## config.mk

```make
export PLATFORM = sky130hd
export DESIGN_NAME = mem_arbiter
export DESIGN_NICKNAME = d
export VERILOG_FILES = /design/src/rtl/mem_arbiter.sv
export SDC_FILE = /design/constraint.sdc
export NUM_CORES = 1
export LEC_CHECK = 0
export ABC_AREA = 1
export CAP_MARGIN = 0
export CORE_AREA = 5 5 169 171
export DETAILED_ROUTE_END_ITERATION = 8
export DIE_AREA = 0 0 174 176
export SLEW_MARGIN = 10
export SYNTH_ARGS = -nofsm -noshare
export SYNTH_HDL_FRONTEND = slang
export SYNTH_SLANG_ARGS = --single-unit
```

## constraint.sdc

```tcl
create_clock -name clock -period 3.28 [get_ports clock]
set_input_delay 0.656 -clock clock [delete_from_list [all_inputs] [get_ports clock]]
set_output_delay 0.656 -clock clock [all_outputs]
set_load 0.01 [all_outputs]
```

## src/rtl/mem_arbiter.sv

```systemverilog
// Two-client memory bus arbiter: dcache priority with icache anti-starvation,
// outstanding-tag ownership tracking and return-data routing.
module mem_arbiter #(
  parameter int XLEN         = 32,
  parameter int STARVE_LIMIT = 8
) (
  input  logic            clock,
  input  logic            reset,
  input  logic [1:0]      proc2Imem_command,
  input  logic [XLEN-1:0] proc2Imem_addr,
  input  logic [1:0]      proc2Dmem_command,
  input  logic [XLEN-1:0] proc2Dmem_addr,
  input  logic [63:0]     proc2Dmem_data,
  input  logic [3:0]      mem2proc_response,
  input  logic [63:0]     mem2proc_data,
  input  logic [3:0]      mem2proc_tag,
  output logic [1:0]      proc2mem_command,
  output logic [XLEN-1:0] proc2mem_addr,
  output logic [63:0]     proc2mem_data,
  output logic            d_request,
  output logic [3:0]      Imem2proc_response,
  output logic [63:0]     Imem2proc_data,
  output logic [3:0]      Imem2proc_tag,
  output logic [3:0]      Dmem2proc_response,
  output logic [63:0]     Dmem2proc_data,
  output logic [3:0]      Dmem2proc_tag,
  output logic            tag_conflict
);

  localparam logic [1:0] BUS_NONE = 2'd0;
  localparam logic [1:0] BUS_LOAD = 2'd1;

  logic [15:1] valid_q, valid_d;
  logic [15:1] owner_q, owner_d;
  logic [3:0]  starve_q, starve_d;
  logic        conflict_q, conflict_d;

  logic i_req, d_req, force_i;
  logic grant_i, grant_d;
  logic ret_hit, ret_owner;
  logic alloc;

  assign i_req   = (proc2Imem_command != BUS_NONE);
  assign d_req   = (proc2Dmem_command != BUS_NONE);
  assign force_i = i_req & (int'(starve_q) >= STARVE_LIMIT);
  assign grant_d = d_req & ~force_i;
  assign grant_i = i_req & ~grant_d;

  always_comb begin
    proc2mem_command = BUS_NONE;
    proc2mem_addr    = '0;
    proc2mem_data    = '0;
    unique case (1'b1)
      grant_d: begin
        proc2mem_command = proc2Dmem_command;
        proc2mem_addr    = proc2Dmem_addr;
        proc2mem_data    = proc2Dmem_data;
      end
      grant_i: begin
        proc2mem_command = proc2Imem_command;
        proc2mem_addr    = proc2Imem_addr;
      end
      default: ;
    endcase
  end

  assign d_request          = grant_d;
  assign Imem2proc_response = grant_i ? mem2proc_response : 4'd0;
  assign Dmem2proc_response = grant_d ? mem2proc_response : 4'd0;
  assign alloc = (mem2proc_response != 4'd0) &&
                 (proc2mem_command == BUS_LOAD);

  // Owner lookup for the returning tag (tag 0 matches no entry)
  always_comb begin
    ret_hit   = 1'b0;
    ret_owner = 1'b0;
    for (int t = 1; t < 16; t++) begin
      if (mem2proc_tag == 4'(t)) begin
        ret_hit   = valid_q[t];
        ret_owner = owner_q[t];
      end
    end
  end

  always_comb begin
    Imem2proc_tag  = 4'd0;
    Imem2proc_data = '0;
    Dmem2proc_tag  = 4'd0;
    Dmem2proc_data = '0;
    if (ret_hit) begin
      if (ret_owner) begin
        Dmem2proc_tag  = mem2proc_tag;
        Dmem2proc_data = mem2proc_data;
      end else begin
        Imem2proc_tag  = mem2proc_tag;
        Imem2proc_data = mem2proc_data;
      end
    end
  end

  // Clear happens before allocate so a same-tag reallocation wins
  always_comb begin
    valid_d    = valid_q;
    owner_d    = owner_q;
    conflict_d = conflict_q;
    if (mem2proc_tag != 4'd0 && !ret_hit)
      conflict_d = 1'b1;
    for (int t = 1; t < 16; t++) begin
      if (ret_hit && mem2proc_tag == 4'(t))
        valid_d[t] = 1'b0;
    end
    for (int t = 1; t < 16; t++) begin
      if (alloc && mem2proc_response == 4'(t)) begin
        if (valid_d[t])
          conflict_d = 1'b1;
        valid_d[t] = 1'b1;
        owner_d[t] = grant_d;
      end
    end
  end

  always_comb begin
    starve_d = 4'd0;
    if (i_req && !grant_i)
      starve_d = (starve_q == 4'd15) ? 4'd15 : starve_q + 4'd1;
  end

  always_ff @(posedge clock or posedge reset) begin
    if (reset) begin
      valid_q    <= '0;
      owner_q    <= '0;
      starve_q   <= 4'd0;
      conflict_q <= 1'b0;
    end else begin
      valid_q    <= valid_d;
      owner_q    <= owner_d;
      starve_q   <= starve_d;
      conflict_q <= conflict_d;
    end
  end

  assign tag_conflict = conflict_q;

endmodule

```

* Word level (Yosys, flattened, before mapping) *
Cells that the tools add are included.

word-level totals
  logic and storage cells = 202
  ROM bits = 0
  flip-flop bits (word level) = 35
  output and inout port bits = 244
  memory bits (writable) = 0
  bits in latches = 0
  memories kept = 0

cells by class
  divide/modulo/power cells = 0
  multiplexer cells = 106
  bitwise operators = 5
  shift-type cells = 0
  $mul = 0
  equality and inequality tests = 32
  reductions and logical operators = 39
  $add $sub $neg = 1
  $lt $le $gt $ge = 1

operator list
  kind                   number
  $mux W64               5
  $mux W1                91
  $eq A4 B4 Y1 const B   17
  $pmux W32 S2           1
  $logic_and A1 B1 Y1    33
  $eq A4 B3 Y1 const B   8
  $mux W4                8
  $eq A4 B2 Y1 const B   4
  $eq A4 B1 Y1 const B   2
  $reduce_bool A4 Y1     2
  $add A4 B1 Y4 const B  1
  $ge A4 B4 Y1 const B   1
  $pmux W2 S2            1
  $reduce_bool A2 Y1     2
  $and A1 B1 Y1          3
  $eq A2 B1 Y1 const B   1
  $logic_not A1 Y1       2
  $not A1 Y1             2

* Longest topological paths before layout *
  depth in word-level cells = 49
  gate-level depth with buffers = 17

* Least setup slack after synthesis *
Ideal clock, no wire load.

  path kind = input to output
  from = input port mem2proc_tag[1]
  to = output port Imem2proc_data[32]
  path buffers = 2
  path slack = 567 ps
  stages on the path = 13
  arrival time = 2,057 ps
  path through = nand2_1 inv_1 nand3_1 nand3_1 a211oi_2 nand4_1 o21ai_1 nand4_1 nand2_1 nand4_2 buf_2 buf_2 nor2_1

on the way
  longest elaborated chain between the ends = 18
  elaborated cells between the ends (all ways) = 47

ends and longest elaborated chain
  element                 line  text
  start, declared         16    input logic [3:0] mem2proc_tag,
  $eq A4 B1 Y1            78    if (mem2proc_tag == 4'(t)) begin
  $mux W1 (15 in series)  78
  $mux W64                91    if (ret_owner) begin
  $mux W64 (*)            90    if (ret_hit) begin
  end, declared           22    output logic [63:0] Imem2proc_data,

Every way passes the cells marked *; elsewhere a longest branch is shown, timed or not.

* Worst setup path after layout *
  from = input port mem2proc_tag[1]
  to = output port Dmem2proc_data[18]

on the way
  longest elaborated chain between the ends = 18
  elaborated cells between the ends (all ways) = 47

ends and longest elaborated chain
  element                 line  text
  $eq A4 B1 Y1            78
  $mux W1 (15 in series)  78
  $mux W64                91
  $mux W64 (*)            90
  end, declared           25    output logic [63:0] Dmem2proc_data,

Marked as above.

==> metrics.csv <==
stage,metric,value,unit
routing,ANT nets after route,0,
floorplan,CORE AREA,26730,um^2
placed_design,port bufs,449,
floorplan,die area,30620,um^2
clock_tree,largest buffer count on any clock path,2,
routing,vias per cell,3.975,
synth,Mean Syn Cell Area,4.965,um^2
synth,Yosys cell types,30,
routing,1st-iter DRT viols,213,
min_path,Worst Hold Class,reg2reg,
synth,#FFs+latches synth,35,
finish,register area,875.8,um^2
run,max cap viols,0,
min_path,hold depth,2,
sta,Rel. slew slack,68.17,%
floorplan,Initial Util,15.14,%
finish,Nets,1519,
grt,initial antenna violation count,3,
synth,ys flop type,dfrtp_1,
sta,unrepaired setup endpoints after global routing,yes,
worst_setup_path,"Arr. time, crit path",2.55,ns
clock_tree,root buffer cell,clkbuf_16,
finish,Multi-input gate area,2504,um^2
finish,Final Core Density,37.00,%
floorplan,Die Y,176,um
synth,Synth async-reset ratio,100.0,%
clock_tree,CTS Buf Count,5,
routing,via count of the routed design,6567,
clock_tree,clk_lat worst skew,0.28,ns
grt,gr busiest metal,met2,
routing,final wirelength,27.61,mm
grt,GRT Total Usage,16.13,%
clock_tree,clk sink count,35,
floorplan,die width,174,um
placed_design,hpwl dp,23.93,mm
worst_setup_path,worst reg2reg path startpoint,starve_q[3]$_DFF_PP0_,
synth,mapped cell area,4046,um^2
grt,global-route wire length before repair,38.60,mm
grt,met1 Track Usage GR,16.28,%
clock_tree,clock-pin slew on the worst setup and hold paths,0.05,ns
routing,wire per inst,16.72,um
pwr,PD cells,297.6,nW/um^2
worst_setup_path,Critical Path End Type,primary output,
grt,total global routing overflow,0,
synth,sequential area share after synthesis,21.65,%
min_path,hold path start,owner_q[8]$_DFFE_PP0P_,
finish,layout cell share with drive strength beyond 1,19.45,%
grt,met3 GRT Util,4.647,%
worst_setup_path,CP max stage delay,0.19,ns
pwr,Power Total,2943,uW
worst_setup_path,"Top cell by count, worst path",buf_12,
synth,Ys Warns,0,
floorplan,I/O pin count,450,
sta,min Tclk post-route,3.208,ns
synth,Post-synth EDFFs,0,
worst_setup_path,critical path's slowest cell,a211oi_2,
sta,Fin Clk Skew,0.004006,ns
finish,# fillers,2889,
sta,Setup Viol. Count Final,0,
sta,Tcrit/Tclk final,97.81,%
finish,Ant. Diodes,0,
routing,length of the first detailed-routing pass in iterations,4,
sta,FMAX,311.7,MHz
clock_tree,cts hold-fix bufs,0,
min_path,Hold EP,owner_q[8]$_DFFE_PP0P_,
worst_setup_path,CP Buf/Inv Count,6,
worst_setup_path,Setup CP Type,in2out,
floorplan,standard-cell rows,60,
grt,largest net degree at the start of global routing,40,
finish,Layout area overhead,144.4,%
synth,post-synth top area share,22.73,%
placed_design,GP Congestion,0.8291,
synth,synth top area cells,"nor2_1 (23%), dfrtp_1 (22%), inv_1 (19%), nand2_1 (17%), o21ai_0 (6.7%)",
worst_setup_path,"Req. time, crit path",2.62,ns
sta,Final WS setup,0.07197,ns
synth,Syn Nets,1023,
pwr,leakage power,0.005289,uW
synth,post-synth top area cell,nor2_1,
synth,Syn Inst Count,815,
worst_setup_path,"critical path, cell by cell",buf_12 > clkinv_8 > nor2_4 > nand3_1 > nand3_2 > a211oi_2 > nand4_1 > o21ai_1 > nand4_1 > nand2_2 > nand4_4 > nand2_4 > buf_12 > buf_12 > clkbuf_16 > nor2_2 > buf_2,
worst_setup_path,largest delay contributor family on the critical path,simple AND/OR/NAND/NOR gates,
worst_setup_path,reg-to-reg endpoint,tag_conflict$_DFF_PP0_,
worst_setup_path,Register-to-Register Path Depth,16,
worst_setup_path,startpoint types,input port,
grt,met2 Use GR,32.31,%
clock_tree,CTS tree,built,
sta,Slew @ Worst Pin,0.4725,ns
run_status,outcome,"finished, final reports clean",
sta,Max Slew Vio Count,0,
routing,DRC,0,
worst_setup_path,FF-to-FF setup slack,1.14,ns
pwr,VDD IR max,0.1580,mV
worst_setup_path,crit-path max FO,6,
grt,vias in the first global route,6433,
finish,"most common cell after layout, fill and taps aside",clkdlybuf4s50_1,
placed_design,dpl ws,-0.7352,ns
finish,most frequent cells in the layout,"clkdlybuf4s50_1 (284), nor2_1 (213), inv_1 (204), nand2_1 (176), clkbuf_2 (63)",
clock_tree,H-Tree Level Count,2,
sta,Final Hold Fails,0,
[per-layer routing]
| layer | wire [um] | vias up |
|---|---|---|
| met2 | 14780 | 309 |
| met4 | 673 | 2 |
| li1 | - | 3311 |
| met3 | 2263 | 33 |
| met5 | 13 | - |
| met1 | 9887 | 2912 |
[cell type report]
cell class	instances	area share (%)
well taps	341	4.314
clock buffers	6	1.404
flip-flops and latches	35	8.856
repair buffers	525	51.67
inverters	212	8.388
multi-input cells	532	25.32
clock inverters	1	0.05061
[through the flow]
| stage | cell area [um^2] | hold slack [ns] | TNS (ns) | cells |
|---|---|---|---|---|
| after floorplan | 4046 | 0.4457 | 0 | 815 |
| after detailed placement | 9423 | 0.4768 | -90.51 | 1627 |
| after global routing | 9889 | 0.5152 | -1.348 | 1652 |
| after global placement | 9423 | 0.4678 | -86.64 | 1627 |
| final | 9889 | 0.4879 | 0 | 1652 |
| after CTS | 9568 | 0.4898 | -0.2680 | 1641 |
[worst reg2reg max path: stages (launching register included)]
cell	delay, ns
dfrtp_1	0.41
o21ai_0	0.09
buf_4	0.15
nand2_1	0.07
nand2_1	0.06
nand2_1	0.07
inv_1	0.08
o211ai_1	0.12
nor3_1	0.34
inv_1	0.10
nor2_1	0.10
inv_1	0.09
o21bai_1	0.13
inv_1	0.05
nand3_1	0.09
nor2_1	0.05
nand3_1	0.06
[logic make-up after synthesis]
group                      Yosys count  share of synthesized area (%)
DFF                                 35                          21.65
adders and majority gates            2                         0.6183
buffers and inverters              248                          24.09
AOI/OAI and AO/OA                   68                          8.998
xor gates and xnor gates             2                         0.4330
and+or+nand+nor                    460                          44.22
[cell usage after synthesis (2+ instances only)]
cell type / count
inv_2: 5
nand3_1: 17
nand4_1: 5
o21ai_1: 2
dfrtp_1: 35
nand2_2: 4
a21oi_1: 4
nand2_1: 183
nor2_1: 245
nor3_1: 2
or2_2: 2
o21ai_0: 54
inv_1: 206
ha_1: 2
buf_6: 2
buf_4: 4
buf_2: 11
clkbuf_1: 18
o22ai_1: 3
[sequential cells by signal (all words and copies together) (netlist names)]
signal	cells
owner_q	15
starve_q	4
tag_conflict	1
valid_q	15
[worst max-delay path by stage]
stage | start | to | cells after the start
after global placement | mem2proc_tag[1] | Imem2proc_data[37] | 16
after global routing | mem2proc_tag[1] | Dmem2proc_data[18] | 17
after detailed placement | mem2proc_tag[1] | Imem2proc_data[37] | 16
final | mem2proc_tag[1] | Dmem2proc_data[18] | 17
after CTS | mem2proc_tag[0] | Dmem2proc_data[0] | 17
after floorplan | mem2proc_tag[1] | Imem2proc_data[32] | 13
[power breakdown]
part,internal (uW),switching [uW],leakage [uW],total [uW]
logic,962,904,0.00478,1870
registers,542,76.4,0.000440,618
clock network,296,164,0.0000727,460
[repair_timing]
action	in CTS	in global routing
resized for setup	250	331
pin swaps	2	15
buffers inserted	4	5
setup endpoints to repair	142	158
gates cloned	3	6
No activity file was read; power rests on OpenSTA's default activity.
